File: config.mk
export PLATFORM = sky130hd
export DESIGN_NAME = branch_hazard_ctrl
export DESIGN_NICKNAME = d
export VERILOG_FILES = /design/src/rtl/branch_pkg.sv /design/src/rtl/branch_hazard_detect.sv /design/src/rtl/branch_hazard_ctrl.sv
export SDC_FILE = /design/constraint.sdc
export NUM_CORES = 1
export LEC_CHECK = 0
export CAP_MARGIN = 10
export CORE_MARGIN = 5
export CORE_UTILIZATION = 42
export DETAILED_ROUTE_END_ITERATION = 8
export GPL_TIMING_DRIVEN = 1
export PLACE_DENSITY = 0.84
export SYNTH_ARGS = -nofsm -noshare
export SYNTH_HDL_FRONTEND = slang
export SYNTH_HIERARCHICAL = 1
export SYNTH_SLANG_ARGS = --single-unit
File: constraint.sdc
create_clock -name clk -period 6.1 [get_ports clk]
set_clock_uncertainty 0.1 [all_clocks]
set_input_delay 1.22 -clock clk [delete_from_list [all_inputs] [get_ports clk]]
set_output_delay 1.22 -clock clk [all_outputs]
set_load 0.005 [all_outputs]
File: src/rtl/branch_pkg.sv
// Shared definitions for ID-stage branch hazard control.
// Branch encodings, forward selects, FSM states, helpers.
package branch_pkg;

  localparam logic [1:0] BR_NONE = 2'b00;
  localparam logic [1:0] BR_BEQ  = 2'b01;
  localparam logic [1:0] BR_BNE  = 2'b10;

  localparam logic [1:0] FWD_RF    = 2'b00;
  localparam logic [1:0] FWD_EXMEM = 2'b01;

  typedef enum logic {
    BS_IDLE = 1'b0,
    BS_WAIT = 1'b1
  } bstate_e;

  function automatic logic [1:0] max2(
    input logic [1:0] a,
    input logic [1:0] b
  );
    return (a > b) ? a : b;
  endfunction

endpackage

File: src/rtl/branch_hazard_detect.sv
// Per-source stall count and comparator forward select.
// in: src, EX/MEM write/load/rd; out: need (0..2), fwd.
module branch_hazard_detect
  import branch_pkg::*;
#(
  parameter int REG_W = 5
) (
  input  logic [REG_W-1:0] src,
  input  logic             ex_reg_write,
  input  logic             ex_mem_read,
  input  logic [REG_W-1:0] ex_rd,
  input  logic             mem_reg_write,
  input  logic             mem_mem_read,
  input  logic [REG_W-1:0] mem_rd,
  output logic [1:0]       need,
  output logic [1:0]       fwd
);

  logic live;
  logic ex_hit;
  logic mem_hit;
  logic mem_ld;
  logic mem_alu;

  assign live    = (src != '0);
  assign ex_hit  = live && ex_reg_write && (ex_rd == src);
  assign mem_hit = live && mem_reg_write && (mem_rd == src);
  // EX is the nearer producer and shadows MEM
  assign mem_ld  = !ex_hit && mem_hit && mem_mem_read;
  assign mem_alu = !ex_hit && mem_hit && !mem_mem_read;

  always_comb begin
    need = 2'd0;
    fwd  = FWD_RF;
    unique case (1'b1)
      ex_hit:  need = ex_mem_read ? 2'd2 : 2'd1;
      mem_ld:  need = 2'd1;
      mem_alu: fwd  = FWD_EXMEM;
      default: ;
    endcase
  end

endmodule

File: src/rtl/branch_hazard_ctrl.sv
// ID-stage branch stall/forward/resolve sequencer.
// Ports: branch+sources, EX/MEM producers, regs_equal,
// ext_stall in; pc/ifid/idex controls, pc_src, fwd out.
// Optional BRANCH_STATS_EN adds stat_taken/stat_stall.
module branch_hazard_ctrl
  import branch_pkg::*;
#(
  parameter int REG_W = 5
`ifdef BRANCH_STATS_EN
  ,
  parameter int STAT_W = 16
`endif
) (
  input  logic             clk,
  input  logic             rst_n,
  input  logic [1:0]       id_branch,
  input  logic [REG_W-1:0] id_rs,
  input  logic [REG_W-1:0] id_rt,
  input  logic             ex_reg_write,
  input  logic             ex_mem_read,
  input  logic [REG_W-1:0] ex_rd,
  input  logic             mem_reg_write,
  input  logic             mem_mem_read,
  input  logic [REG_W-1:0] mem_rd,
  input  logic             regs_equal,
  input  logic             ext_stall,
  output logic             pc_write,
  output logic             ifid_write,
  output logic             idex_bubble,
  output logic             ifid_flush,
  output logic             pc_src,
  output logic [1:0]       fwd_a_sel,
  output logic [1:0]       fwd_b_sel
`ifdef BRANCH_STATS_EN
  ,
  output logic [STAT_W-1:0] stat_taken,
  output logic [STAT_W-1:0] stat_stall
`endif
);

  bstate_e    state_q;
  bstate_e    state_d;
  logic [1:0] cnt_q;
  logic [1:0] cnt_d;
  logic [1:0] need_a;
  logic [1:0] need_b;
  logic [1:0] need;
  logic [1:0] fwd_a;
  logic [1:0] fwd_b;
  logic       is_beq;
  logic       is_bne;
  logic       is_br;
  logic       stall;
  logic       taken;

  branch_hazard_detect #(.REG_W(REG_W)) u_det_rs (
    .src           (id_rs),
    .ex_reg_write  (ex_reg_write),
    .ex_mem_read   (ex_mem_read),
    .ex_rd         (ex_rd),
    .mem_reg_write (mem_reg_write),
    .mem_mem_read  (mem_mem_read),
    .mem_rd        (mem_rd),
    .need          (need_a),
    .fwd           (fwd_a)
  );

  branch_hazard_detect #(.REG_W(REG_W)) u_det_rt (
    .src           (id_rt),
    .ex_reg_write  (ex_reg_write),
    .ex_mem_read   (ex_mem_read),
    .ex_rd         (ex_rd),
    .mem_reg_write (mem_reg_write),
    .mem_mem_read  (mem_mem_read),
    .mem_rd        (mem_rd),
    .need          (need_b),
    .fwd           (fwd_b)
  );

  assign is_beq = (id_branch == BR_BEQ);
  assign is_bne = (id_branch == BR_BNE);
  assign is_br  = is_beq || is_bne;
  assign need   = max2(need_a, need_b);

  always_ff @(posedge clk or negedge rst_n) begin
    if (!rst_n) begin
      state_q <= BS_IDLE;
      cnt_q   <= 2'd0;
    end else begin
      state_q <= state_d;
      cnt_q   <= cnt_d;
    end
  end

  always_comb begin
    state_d = state_q;
    cnt_d   = cnt_q;
    stall   = 1'b0;
    taken   = 1'b0;
    unique case (state_q)
      BS_IDLE: begin
        if (is_br && (need != 2'd0)) begin
          stall = 1'b1;
          if (!ext_stall) begin
            cnt_d = need - 2'd1;
            if (cnt_d != 2'd0) state_d = BS_WAIT;
          end
        end else if (is_br && !ext_stall) begin
          taken = (is_beq && regs_equal) ||
                  (is_bne && !regs_equal);
        end
      end
      BS_WAIT: begin
        stall = 1'b1;
        if (!ext_stall) begin
          cnt_d = (cnt_q == 2'd0) ? 2'd0 : cnt_q - 2'd1;
          if (cnt_d == 2'd0) state_d = BS_IDLE;
        end
      end
      default: state_d = BS_IDLE;
    endcase
  end

  // reset forces defaults even with a branch sitting in ID
  assign pc_write    = !(stall && rst_n);
  assign ifid_write  = !(stall && rst_n);
  assign idex_bubble = stall && rst_n;
  assign pc_src      = taken && rst_n;
  assign ifid_flush  = taken && rst_n;
  assign fwd_a_sel   = (is_br && rst_n) ? fwd_a : FWD_RF;
  assign fwd_b_sel   = (is_br && rst_n) ? fwd_b : FWD_RF;

`ifdef BRANCH_STATS_EN
  always_ff @(posedge clk or negedge rst_n) begin
    if (!rst_n) begin
      stat_taken <= '0;
      stat_stall <= '0;
    end else begin
      if (taken && !(&stat_taken))
        stat_taken <= stat_taken + STAT_W'(1);
      if (stall && !ext_stall && !(&stat_stall))
        stat_stall <= stat_stall + STAT_W'(1);
    end
  end
`endif

endmodule

### Yosys cells after proc, flatten, opt, wreduce, memory -nomap -nowiden

Index checks and enable logic that the tools add are counted.

* multiplexer cells: 24
* reduce and logical (&&, ||, !) cells: 36
* order comparisons: 1
* eq/ne operators: 9
* bitwise gates (word level): 1
* add/sub/neg operators: 2

Operators with widths (count)
* logical AND 1 bit: 21
* equality test 5 bit: 4
* two-way mux 2 bit: 8
* one-hot mux 2 bit (2 select lines): 3
* two-way mux 1 bit: 11
* nonzero test 5 bit: 2
* logical NOT 1 bit: 6
* != test 2 bit (second input constant): 3
* logical NOT 2 bit: 2
* one-hot mux 1 bit (2 select lines): 2
* nonzero test 2 bit: 2
* subtractor 2 x 1 -> 2 bit (second input constant): 2
* AND reduction 3 bit: 1
* equality test 2 x 1 -> 1 bit (second input constant): 1
* equality test 2 bit (second input constant): 1
* > comparator 2 bit: 1
* logical OR 1 bit: 2
* inverter 1 bit: 1

* output and inout bits: 9
* bits of input ports: 30
* word-level logic and storage cells: 75
* register bits: 3

### Logic depth before layout (Yosys ltp)

Gate-level depths: netlist of the first run.

* word-level depth: 15
* mapped depth: 15
* mapped depth without buffers: 15

### Modules after synthesis

Netlist of the first run, hierarchy kept.

Modules (own cells, without submodules)
* branch_hazard_ctrl: sequential area each 75.1 um^2, cells each 46, times used 1, area an instance 396.6 um^2
* branch_hazard_detect: sequential area each 0.0 um^2, cells each 25, times used 2, area an instance 178.9 um^2

### Least setup slack after synthesis of the first run

No wires, ideal clock.

* path type: in2out
* start: input port id_rs[0]
* end: output port pc_src
* stages: 14
* path buffers: 1
* path slack: 1161 ps
* arrival: 3619 ps
* path through: xor2_1 -> nor4_1 -> and4_1 -> mux2i_1 -> inv_1 -> ha_1 -> inv_1 -> o22ai_1 -> mux2_4 -> inv_1 -> ha_1 -> nand3b_1 -> nor3_1 -> buf_4

* word-level cells in the longest chain between the ends: 14
* elaborated cells on any way between the ends: 18
* those cells by class: order compare: 1; eq/ne: 2; mux: 4; reduce/logical: 11

RTL lines
* start: declaration: RTL line branch_hazard_ctrl.sv:17 `input logic [REG_W-1:0] id_rs,`
* nonzero test 5 bit: RTL line branch_hazard_detect.sv:25 `assign live = (src != '0);`
* logical AND 1 bit (2 in a row): RTL line branch_hazard_detect.sv:26 `assign ex_hit = live && ex_reg_write && (ex_rd == src);`
* logical NOT 1 bit: RTL line branch_hazard_detect.sv:29 `assign mem_ld = !ex_hit && mem_hit && mem_mem_read;`
* logical AND 1 bit (2 in a row): RTL line branch_hazard_detect.sv:29
* one-hot mux 2 bit (2 select lines) *: RTL line branch_hazard_detect.sv:35 `unique case (1'b1)`
* via need_a[0]: RTL line branch_hazard_ctrl.sv:45 `logic [1:0] need_a;`
* > comparator 2 bit: RTL line branch_pkg.sv:21 `return (a > b) ? a : b;`
* two-way mux 2 bit *: RTL line branch_pkg.sv:21
* nonzero test 2 bit *: RTL line branch_hazard_ctrl.sv:102 `if (is_br && (need != 2'd0)) begin`
* logical AND 1 bit *: RTL line branch_hazard_ctrl.sv:102
* two-way mux 1 bit *: RTL line branch_hazard_ctrl.sv:102
* two-way mux 1 bit *: RTL line branch_hazard_ctrl.sv:100 `unique case (state_q)`
* logical AND 1 bit *
* end: declaration: RTL line branch_hazard_ctrl.sv:31 `output logic pc_src,`

The timed path passes the listed nets; every way through them passes the cells marked *.

### Final worst setup path of the first run

* start: input port id_rt[0]
* end: output port pc_write

* word-level cells in the longest chain between the ends: 15
* elaborated cells on any way between the ends: 19
* those cells by class: order compare: 1; eq/ne: 2; mux: 4; reduce/logical: 12

RTL lines
* start: declaration: RTL line branch_hazard_ctrl.sv:18 `input logic [REG_W-1:0] id_rt,`
* nonzero test 5 bit: RTL line branch_hazard_detect.sv:25
* logical AND 1 bit (2 in a row): RTL line branch_hazard_detect.sv:26
* logical NOT 1 bit: RTL line branch_hazard_detect.sv:29
* logical AND 1 bit (2 in a row): RTL line branch_hazard_detect.sv:29
* one-hot mux 2 bit (2 select lines) *: RTL line branch_hazard_detect.sv:35
* via need_b[1]: RTL line branch_hazard_ctrl.sv:46 `logic [1:0] need_b;`
* > comparator 2 bit: RTL line branch_pkg.sv:21
* two-way mux 2 bit *: RTL line branch_pkg.sv:21
* nonzero test 2 bit *: RTL line branch_hazard_ctrl.sv:102
* logical AND 1 bit *: RTL line branch_hazard_ctrl.sv:102
* two-way mux 1 bit *: RTL line branch_hazard_ctrl.sv:102
* one-hot mux 1 bit (2 select lines) *: RTL line branch_hazard_ctrl.sv:100
* logical AND 1 bit *: RTL line branch_hazard_ctrl.sv:125 `assign pc_write = !(stall && rst_n);`
* logical NOT 1 bit *: RTL line branch_hazard_ctrl.sv:125
* end: declaration: RTL line branch_hazard_ctrl.sv:27 `output logic pc_write,`

Marks and branches as above.

==> results of run 1 <==
layout by cell type, fill, tap and decap left out, drive strengths merged:
cell type | synthesis | layout
mux2i | 3 | 3
clkbuf | 0 | 4
conb | 2 | 2
nor3 | 5 | 5
dlygate4sd2 | 0 | 1
o22ai | 2 | 2
nor2 | 5 | 5
nand3b | 2 | 2
ha | 7 | 7
nand2 | 2 | 2
clkdlybuf4s50 | 0 | 31
a21oi | 3 | 3
or2 | 1 | 1
nor4b | 1 | 1
o21ai | 2 | 2
o311ai | 1 | 1
nand4 | 2 | 2
xor2 | 16 | 16
dfrtp | 3 | 3
mux2 | 1 | 1
or3 | 1 | 1
and2 | 6 | 6
and4 | 2 | 2
buf | 6 | 2
o31ai | 1 | 1
xnor2 | 4 | 4
dlymetal6s2s | 0 | 4
and3 | 2 | 2
nor2b | 1 | 1
nor4 | 4 | 4
nand3 | 2 | 2
inv | 9 | 9
state kept, by name (all words and copies together) (netlist names):
| name | cells |
|---|---|
| state_q | 1 |
| cnt_q | 2 |
routing by layer:
layer / global-route usage (%) / up-vias
li1: - / 393
met1: 15.67 / 364
met2: 31.40 / 44
met3: 4.274 / 2
met4: 4.255 / 0
met5: 0 / -
worst max-delay path by stage:
stage / cells after the start / to / slack (ns) / startpoint
global placement: 15 / ifid_flush / 0.14 / id_rs[0]
floorplan: 14 / pc_src / 1.16 / id_rs[0]
CTS: 15 / ifid_write / 0.006 / id_rs[4]
finish: 15 / pc_write / 0.22 / id_rt[0]
global route: 15 / pc_write / 0.06 / ex_rd[2]
detailed placement: 15 / pc_src / -0.10 / id_rs[0]
cell type report:
class / instances / area share, %
Clock buffer: 4 / 2.225
Inverter: 9 / 2.860
Multi-Input combinational cell: 78 / 53.39
Sequential cell: 3 / 6.356
Tap cell: 25 / 2.648
Timing Repair Buffer: 38 / 32.52
power groups by stage:
stage          combinational (mW)  clock [mW]  sequential, mW
3_3_place_gp               0.0833           0          0.0399
2_1_floorplan              0.0476           0          0.0376
3_5_place_dp               0.0875           0          0.0406
4_1_cts                    0.0883      0.0384          0.0405
5_1_grt                    0.0971      0.0388          0.0429
6_report                   0.0893      0.0375          0.0411
tightest hold or removal path: cells and delay by family, from the launching register on:
family         cells  cell delay [ns]
AO/OA/AOI/OAI      2             0.18
flip-flops         1             0.35
metrics by stage:
stage                     hold slack (ns)  instance area (µm²)  util, %  total power, mW  TNS [ns]
after floorplan                    0.3914                754.5        -          0.08523         0
after global placement             0.4368                 1101    63.77           0.1231         0
after detailed placement           0.4729                 1101    63.77           0.1281   -0.2470
after CTS                          0.4729                 1141    66.09           0.1672         0
after global routing               0.5042                 1181    68.41           0.1788         0
final                              0.4653                 1181    68.41           0.1679         0
cell families (layout without fill, tap and decap cells):
| logic type | count (synthesis) | after routing | share of synthesized area [%] |
|---|---|---|---|
| simple gates | 36 | 36 | 28.36 |
| xor+xnor | 20 | 20 | 23.22 |
| buf+inv | 15 | 51 | 10.45 |
| compound gates | 9 | 9 | 9.452 |
| fa+ha+maj | 7 | 7 | 11.61 |
| mux | 4 | 4 | 5.970 |
| flops | 3 | 3 | 9.950 |
| other cells | 2 | 2 | 0.9954 |
timing repair:
action,in CTS,in global routing
pin swaps,2,2
endpoints found under the setup margin,4,4
hold buffers,0,0
buffers inserted,1,1
gates resized for setup,3,9
==> results by group, run 1 <==
Outcome
  • Status: finished, final reports clean

Route
  • Iteration-0 DRC Markers: 5
  • Via density per instance: 5.115
  • # DRC: 0
  • Remaining antenna violation count: 0
  • Met1 Wirelength: 819 µm
  • Vias: 803
  • Total routed wirelength: about 2100 µm
  • Metal3 WL: roughly 180 µm
  • Top Metal Used: met4
  • Pre-Repair DR Iteration Count: 4
  • Post-DR wirelength/cell: 13.31 µm
  • Met2 WL post-DR: 1070 µm

CTS
  • Worst-path clk slew: roughly 0.050 ns
  • H-tree lvl count: 1
  • Total clock sinks: 3
  • CTS max path bufs: 2
  • Skew-Pair Late Insertion Delay: 0.24 ns
  • Num CTS Buffers: 3
  • Clock root cell: clkbuf_4
  • CTS tree: done

Die
  • Initial Util: 43.70%
  • Core footprint: 1727 µm²
  • Top Ports: 39
  • Die span in x: about 52 µm
  • Die Y: 52.39 µm
  • Row cnt: 15
  • Area of the die: 2744 µm²

Setup path
  • Worst r2r dst: cnt_q[0]
  • Buf/Inv on CP: 4
  • Crit path max-delay cell type: clkdlybuf4s50_1
  • CP Launch Type: input port
  • CP required: 4.78 ns
  • Top Family by Delay on Critical Path: buffers and inverters
  • Worst Reg-to-Reg Cells: 3
  • Critical path endpoint category: output pin
  • Crit Path Category: in -> out
  • Worst reg2reg path startpoint: state_q
  • Max FO, Critical Path: 4
  • R2R Setup Slk: roughly 4.9 ns
  • Critical path, cell by cell: clkdlybuf4s50_1, xor2_1, nor4_1, and4_1, and2_1, inv_1, ha_1, nor2_1, o22ai_2, mux2_4, inv_1, ha_2, nor2_1, o21ai_2, clkdlybuf4s50_1
  • Max incr delay on CP: 0.52 ns
  • Worst endpoint data arrival time: 4.56 ns

Power
  • NetSw: 0.06286 mW
  • Reg power frac: between 20% and 30%
  • Combinational fraction of design power: 53.2%
  • Internal: 0.1050 mW
  • Pwr Density: 142.1 nW/µm²
  • Switch share: 37.45%
  • Clock power frac: 22.4%
  • Pleak: around 0.52 nW
  • Worst vdd ir: 83.57 µV

Timing
  • Slew Limit Fails: 0
  • Crit path time final: 5.884 ns
  • Final setup viols: 0
  • Setup repair after global routing missed its margin: false
  • Setup ws final: 0.2160 ns
  • Final Hold Vio Count: 0
  • Final period util: 96.46%
  • FMAX: 170.0 MHz

Synth
  • Syn_nets: about 130
  • Async S/R FF share, synth: 100.0%
  • Register area share after synthesis: 9.950%
  • Synth unique cells: 29
  • Mapped cell area: 754.5 µm²
  • Post-synth top cells: xor2_1, inv_1, ha_1
  • #FFs+latches synth: 3
  • Syn_area_per_cell: 7.859 µm²
  • Post-synth top area share: a little under a fifth
  • Ys flop type: dfrtp_1
  • Most common cell in the synthesized netlist: xor2_1
  • Post-Synthesis Cells: 96
  • Synth warnings: 6
  • Synth top area cells: xor2_1, ha_1, dfrtp_1, buf_4, and2_1
  • EDFF count, synth: 0
  • Post-synth top area cell: xor2_1

Placement
  • GPL Wtd Cong: 0.7399
  • Pre-CTS setup slack: -0.1023 ns
  • Placed wire-length estimate: 1801 µm
  • Placed cells: 151
  • IO buf count: 36

Global routing
  • Antenna violations before repair: 0
  • Vias in the first global route: roughly 860
  • Largest net degree at the start of global routing: 10
  • Gr ovfl total: 0
  • Gr usage total: 15.83%
  • First-pass GRT wire length: approximately 3400 µm

Hold path
  • Startpoint of the worst hold path: cnt_q[1]
  • Hold crit path type: reg -> reg
  • Hold Path Sink: state_q
  • Hold path depth: 2

Layout
  • Layout cell share with drive strength beyond 1: between 10% and 20%
  • Fillers: 149
  • Layout area overhead: 56.55%
  • Reg area: 75.07 µm²
  • Multi-input combinational cell area: around 630 µm²
  • Finished Layout Cells: 157
  • N_diodes: 0
  • Nets@finish: 170

Job
  • Max Cap Viol: 0
Power figures use the tool's default switching activity.
==> inputs of run 2 (changes only) <==
--- a/config.mk
+++ b/config.mk
@@ -9,7 +9,7 @@
 export CORE_MARGIN = 5
 export CORE_UTILIZATION = 42
 export DETAILED_ROUTE_END_ITERATION = 8
-export GPL_TIMING_DRIVEN = 1
+export GPL_TIMING_DRIVEN = 0
 export PLACE_DENSITY = 0.84
 export SYNTH_ARGS = -nofsm -noshare
 export SYNTH_HDL_FRONTEND = slang
==> results by group, run 2 (synthesis gave the netlist of run 1 again) <==
Die
  • Top Ports: 39 (unchanged)
  • Row cnt: 15 (unchanged)
  • Area of the die: 2744 µm² (unchanged)
  • Die span in x: 52.39 µm (unchanged)
  • Initial Util: 43.70% (unchanged)
  • Core footprint: 1727 µm² (unchanged)
  • Die Y: 52.39 µm (unchanged)

Global routing
  • Gr usage total: 15.57% (-0.26 points)
  • Largest net degree at the start of global routing: 10 (unchanged)
  • Antenna violations before repair: 0 (unchanged)
  • Vias in the first global route: 877 (+2.3%)
  • Gr ovfl total: 0 (unchanged)
  • First-pass GRT wire length: 3394 µm (unchanged)

Layout
  • Largest Register: cnt_q
  • N_diodes: 0 (unchanged)
  • Commonest non-fill, non-tap cell in the layout: clkdlybuf4s50_1
  • Layout cell share with drive strength beyond 1: 14.49% (+3.1 points)
  • Layout area overhead: 63.18%
  • Finished Cell Area: 1231 µm² (+4.2%)
  • Nets@finish: 176 (+3.5%)
  • Largest register FFs: 2 (unchanged)
  • Leading registers by flop count: cnt_q (2), state_q (1)
  • Core Util, Final: 71.30% (+2.9 points)
  • Commonest non-fill, non-tap cells in the layout: clkdlybuf4s50_1, xor2_1, inv_1, buf_4

Job
  • Max Cap Viol: 0 (unchanged)

Timing
  • Final Hold Vio Count: 0 (unchanged)
  • Final period util: 98.02% (+1.6 points)
  • Crit path time final: 5.979 ns (+0.09525 ns)
  • Final setup viols: 0 (unchanged)
  • FMAX: 167.2 MHz (-1.6%)
  • Slew Limit Fails: 0 (unchanged)

Outcome
  • Status: finished, final reports clean

Setup path
  • Worst r2r dst: cnt_q[0]
  • CP Launch Type: input port
  • Worst reg2reg path startpoint: state_q
  • Crit Path Category: in -> out
  • Crit path max-delay cell type: clkdlybuf4s50_1
  • Worst endpoint data arrival time: 4.66 ns (+0.10 ns)
  • Max incr delay on CP: 0.49 ns (-0.03 ns)
  • Critical path, cell by cell: clkdlybuf4s50_1, xor2_1, nor4_1, and4_1, and2_1, inv_1, ha_1, nor2_1, o22ai_2, mux2_4, inv_2, ha_4, nand3b_1, nor3_2, buf_4, clkdlybuf4s50_1
  • CP required: 4.78 ns (about the same)
  • Most used cell, CP: clkdlybuf4s50_1
  • Critical path endpoint category: output pin
  • Worst Reg-to-Reg Cells: 3 (unchanged)
  • Top Family by Delay on Critical Path: buffers and inverters
  • Buf/Inv on CP: 5 (+1)
  • R2R Setup Slk: 4.85 ns (about the same)
  • Max FO, Critical Path: 4 (unchanged)

CTS
  • Clock root cell: clkbuf_4
  • H-tree lvl count: 1 (unchanged)
  • Worst-path clk slew: 0.04 ns (about the same)
  • Total clock sinks: 3 (unchanged)
  • Num CTS Buffers: 3 (unchanged)
  • Skew-Pair Late Insertion Delay: 0.24 ns (about the same)
  • CTS tree: done
  • CTS max path bufs: 2 (unchanged)

Power
  • Pwr Density: 140.8 nW/µm² (-0.95%)
  • Pleak: 0.5558 nW (+7.0%)
  • Worst vdd ir: 89.93 µV (+7.6%)
  • Combinational fraction of design power: 54.4% (+1.2 points)
  • Clock power frac: 21.1% (-1.3 points)
  • Reg power frac: 24.4% (about the same)
  • NetSw: 0.06529 mW (+3.9%)
  • Switch share: 37.67% (+0.22 points)
  • Internal: 0.1080 mW (+2.9%)

Placement
  • Area after DPL: 1146 µm² (+4.1%)
  • IO buf count: 36 (unchanged)
  • Placed wire-length estimate: 1712 µm (-5.0%)
  • GPL Wtd Cong: 0.7445 (+0.62%)

Hold path
  • Hold Path Sink: state_q
  • Startpoint of the worst hold path: cnt_q[1]
  • Hold crit path type: reg -> reg
  • Hold path depth: 2 (unchanged)

Route
  • # DRC: 0 (unchanged)
  • Vias: 809 (+0.75%)
  • Remaining antenna violation count: 0 (unchanged)
  • Total routed wirelength: 2141 µm (+2.4%)
  • Post-DR wirelength/cell: 13.13 µm (-1.3%)
  • Iteration-0 DRC Markers: 8 (+3)
  • Via density per instance: 4.963 (-3.0%)
  • Pre-Repair DR Iteration Count: 4 (unchanged)
-- run 2: changes by cell type in the layout (fill, tap and decap cells not counted), sizes merged --
cell           previous run  this run
buf                       2         8
clkdlybuf4s50            31        29
dlygate4sd2               1         2
dlymetal6s2s              4         5
-- run 2: worst max-delay path by stage --
| stage | endpoint | start | cells past startpoint |
|---|---|---|---|
| after detailed placement | pc_src | id_rs[4] | 16 |
| after global placement | pc_src | id_rs[0] | 16 |
| after CTS | pc_src | ex_rd[2] | 16 |
| final | pc_src | id_rt[0] | 16 |
| after global routing | pc_src | id_rt[4] | 16 |
| after floorplan | pc_src | id_rs[0] | 14 |
-- run 2: layer usage --
layer  wire, µm  vias to the layer above  GRT usage [%]
met5          0                        -              0
met4         14                        0          5.106
met3        173                        2          3.134
met2       1102                       40          30.17
met1        850                      361          16.27
li1           -                      406              -
-- run 2: worst reg2reg max path, stage by stage (launching register included) --
cell	delay, ns
dfrtp_1	0.49
nor4b_1	0.20
a21oi_1	0.21
o311ai_4	0.12
-- run 2: power by group through the flow --
stage	clock [mW]	sequential, mW	combinational [mW]
after floorplan	0	0.0376	0.0476
after global placement	0	0.0402	0.0866
after detailed placement	0	0.0412	0.0892
after CTS	0.0384	0.0411	0.0922
after global routing	0.0385	0.0440	0.103
final	0.0366	0.0423	0.0944
-- run 2: area by class of cell --
class	count	area, µm²
plain buffers	6	45.04
clock buffers	4	26.28
fillers	139	495.5
inverters	9	33.78
multi-input cells	78	634.4
flip-flops and latches	3	75.07
well taps	25	31.28
repair buffers	38	385.4
-- run 2: per-stage QoR --
stage	setup TNS (ns)	setup slack [ns]	power, mW	cells	hold WS [ns]
2_1_floorplan	0	1.161	0.08523	96	0.3914
3_3_place_gp	0	0.03040	0.1268	157	0.4308
3_5_place_dp	-0.2232	-0.1331	0.1304	157	0.4472
4_1_cts	0	0.03275	0.1717	163	0.4579
5_1_grt	-0.04488	-0.03528	0.1854	163	0.5268
6_report	0	0.1208	0.1733	163	0.4664
-- run 2: repair_timing --
| item | in CTS | in global routing |
|---|---|---|
| gates resized for setup | 5 | 9 |
| pin swaps | 3 | 3 |
| hold buffers | 0 | 0 |
| setup buffers | 2 | 0 |
| endpoints found under the setup margin | 3 | 5 |
==> inputs of run 3 (changes only) <==
--- a/config.mk
+++ b/config.mk
@@ -7,10 +7,10 @@
 export LEC_CHECK = 0
 export CAP_MARGIN = 10
 export CORE_MARGIN = 5
-export CORE_UTILIZATION = 42
+export CORE_UTILIZATION = 39
 export DETAILED_ROUTE_END_ITERATION = 8
 export GPL_TIMING_DRIVEN = 0
-export PLACE_DENSITY = 0.84
+export PLACE_DENSITY = 0.79
 export SYNTH_ARGS = -nofsm -noshare
 export SYNTH_HDL_FRONTEND = slang
 export SYNTH_HIERARCHICAL = 1
==> constraint.sdc (replaced) <==
create_clock -name clk -period 5.6 [get_ports clk]
set_clock_uncertainty 0.1 [all_clocks]
set_input_delay 1.12 -clock clk [delete_from_list [all_inputs] [get_ports clk]]
set_output_delay 1.12 -clock clk [all_outputs]
set_load 0.005 [all_outputs]
==> results by group, run 3 (synthesis gave the netlist of run 1 again) <==
Placement
  • IO buf count: 36 (unchanged)
  • Placed wire-length estimate: 1751 µm (+2.3%)
  • Placed cells: 159 (+1.3%)
  • Pre-CTS setup slack: -0.3710 ns (-0.2379 ns)
  • Area after DPL: 1149 µm² (+0.22%)
  • GPL Wtd Cong: 0.8186 (+10%)

Timing
  • FMAX: 183.2 MHz
  • Slew Limit Fails: 0 (unchanged)
  • Final Hold Vio Count: 0 (unchanged)
  • Setup ws final: 0.1420 ns (+0.02125 ns)
  • Final setup viols: 0 (unchanged)
  • Setup tns final: 0 ns (unchanged)
  • Final period util: 97.46%
  • Crit path time final: 5.458 ns

Setup path
  • Worst Setup SP: id_rs[2]
  • Max incr delay on CP: 0.54 ns (+0.05 ns)
  • Max FO, Critical Path: 4 (unchanged)
  • Top Family by Delay on Critical Path: buffers and inverters
  • Crit path max-delay cell type: clkdlybuf4s50_1
  • Worst reg2reg path startpoint: state_q
  • Most used cell, CP: inv_1
  • Worst r2r dst: cnt_q[0]
  • Worst endpoint data arrival time: 4.24 ns (-0.42 ns)
  • Critical path, cell by cell: dlygate4sd2_1, xor2_1, nor4_1, and4_2, mux2i_1, inv_1, ha_1, inv_1, o22ai_2, mux2_4, inv_1, ha_2, nor2_1, o21ai_2, clkdlybuf4s50_1
  • Buf/Inv on CP: 5 (unchanged)
  • CP required: 4.38 ns (-0.40 ns)
  • Setup crit end: ifid_write
  • Critical path endpoint category: output pin
  • CP Launch Type: input port
  • Crit Path Category: in -> out
  • Stages on the worst setup path: 15 (-1)
  • R2R Setup Slk: 4.36 ns (-0.49 ns)
  • Worst Reg-to-Reg Cells: 3 (unchanged)

Die
  • Row cnt: 16 (+1)
  • Die span in x: 53.99 µm (+3.1%)
  • Initial Util: 39.67% (-4.0 points)
  • Area of the die: 2914 µm² (+6.2%)
  • Top Ports: 39 (unchanged)
  • Core footprint: 1902 µm² (+10%)
  • Die Y: 53.99 µm (+3.1%)

Hold path
  • Startpoint of the worst hold path: cnt_q[1]
  • Hold crit path type: reg -> reg

CTS
  • Total clock sinks: 3 (unchanged)
  • CTS max path bufs: 2 (unchanged)
  • CTS tree: done
  • Worst-path clk slew: 0.04 ns (about the same)
  • Hold-fix buffers, CTS: 0 (unchanged)
  • Skew-Pair Late Insertion Delay: 0.24 ns (about the same)
  • Num CTS Buffers: 3 (unchanged)
  • H-tree lvl count: 1 (unchanged)
  • Clock root cell: clkbuf_4

Global routing
  • Vias in the first global route: 836 (-4.7%)
  • Gr usage total: 15.11% (-0.46 points)
  • First-pass GRT wire length: 3305 µm (-2.6%)
  • Antenna violations before repair: 0 (unchanged)
  • Largest net degree at the start of global routing: 10 (unchanged)
  • Gr ovfl total: 0 (unchanged)

Layout
  • Fillers: 153 (+10%)
  • N_diodes: 0 (unchanged)
  • Leading registers by flop count: cnt_q (2), state_q (1)
  • Core Util, Final: 65.92% (-5.4 points)
  • Layout cell share with drive strength beyond 1: 20.42% (+5.9 points)
  • Commonest non-fill, non-tap cells in the layout: clkdlybuf4s50_1, xor2_1, dlygate4sd2_1
  • Commonest non-fill, non-tap cell in the layout: clkdlybuf4s50_1
  • Nets@finish: 180 (+2.3%)
  • Layout area overhead: 66.17%
  • Largest Register: cnt_q
  • Finished Cell Area: 1254 µm² (+1.8%)
  • Largest register FFs: 2 (unchanged)
  • Finished Layout Cells: 169 (+3.7%)

Job
  • Max Cap Viol: 0 (unchanged)

Route
  • # DRC: 0 (unchanged)
  • Remaining antenna violation count: 0 (unchanged)
  • Pre-Repair DR Iteration Count: 4 (unchanged)
  • Total routed wirelength: 2105 µm (-1.7%)
  • Via density per instance: 4.994 (+0.62%)
  • Vias: 844 (+4.3%)
  • Post-DR wirelength/cell: 12.46 µm (-5.2%)
  • Iteration-0 DRC Markers: 18 (+10)

Power
  • Internal: 0.1154 mW (+6.8%)
  • Pwr Density: 148.2 nW/µm² (+5.3%)
  • Reg power frac: 24.6% (+0.2 points)
  • Pleak: 0.5934 nW (+6.7%)
  • Clock power frac: 21.4% (+0.3 points)
  • Switch share: 37.91% (+0.24 points)
  • NetSw: 0.07044 mW (+7.9%)
  • Worst vdd ir: 91.25 µV (+1.5%)
  • Combinational fraction of design power: 53.9% (-0.5 points)

Outcome
  • Status: finished, final reports clean
-- run 3: cell count changes in the layout (fill, tap and decap cells not counted), sizes merged --
cell	delta
buf	+4
dlygate4sd2	+11
clkbuf	+1
dlymetal6s2s	-1
clkdlybuf4s50	-11
-- run 3: worst register-to-register path: stages, from the launching register on --
cell and delay (ns):
dfrtp_1 0.48, nor4b_1 0.20, a21oi_1 0.21, o311ai_4 0.12
-- run 3: per-stage QoR --
step           total power, mW  hold WS, ns
3_3_place_gp            0.1384       0.4296
6_report                0.1858       0.4758
5_1_grt                 0.1949       0.5085
2_1_floorplan          0.09284       0.3914
3_5_place_dp            0.1433       0.4559
4_1_cts                 0.1834       0.4640
-- run 3: area by class of cell --
type / count / area (µm²) / share of cell area, %
Inverter: 9 / 33.78 / 2.695
Clock buffer: 4 / 26.28 / 2.096
Sequential cell: 3 / 75.07 / 5.988
Tap cell: 27 / 33.78 / 2.695
Multi-Input combinational cell: 78 / 645.6 / 51.50
Buffer: 6 / 45.04 / 3.593
Timing Repair Buffer: 42 / 394.1 / 31.44
-- run 3: worst min-delay path by stage --
stage | end | depth (start not counted)
CTS | cnt_q[1] | 2
detailed placement | cnt_q[1] | 2
global placement | state_q | 2
global route | state_q | 2
floorplan | state_q | 2
finish | cnt_q[1] | 2
-- run 3: what timing repair did --
| item | 4_1_cts | 5_1_grt |
|---|---|---|
| endpoints found under the hold margin | 0 | 0 |
| resized for setup | 19 | 11 |
| buffers inserted | 3 | 3 |
| pin swaps | 7 | 5 |
| endpoints found under the setup margin | 5 | 5 |
-- run 3: power by group through the flow --
stage | registers, mW | clock network, mW | logic [mW]
floorplan | 0.0409 | 0 | 0.0519
global placement | 0.0442 | 0 | 0.0941
detailed placement | 0.0448 | 0 | 0.0985
CTS | 0.0451 | 0.0405 | 0.0977
global route | 0.0470 | 0.0398 | 0.108
finish | 0.0458 | 0.0398 | 0.100
-- run 3: routing by layer --
layer  global-route usage, %  vias up  part of all wire [%]  routed length, µm
li1                        -      414                     -                  -
met1                   15.64      388                    40                837
met2                   29.44       40                    50               1046
met3                   2.493        2                    10                213
met4                   6.224        0                  0.38                  8
met5                       0        -                     0                  0
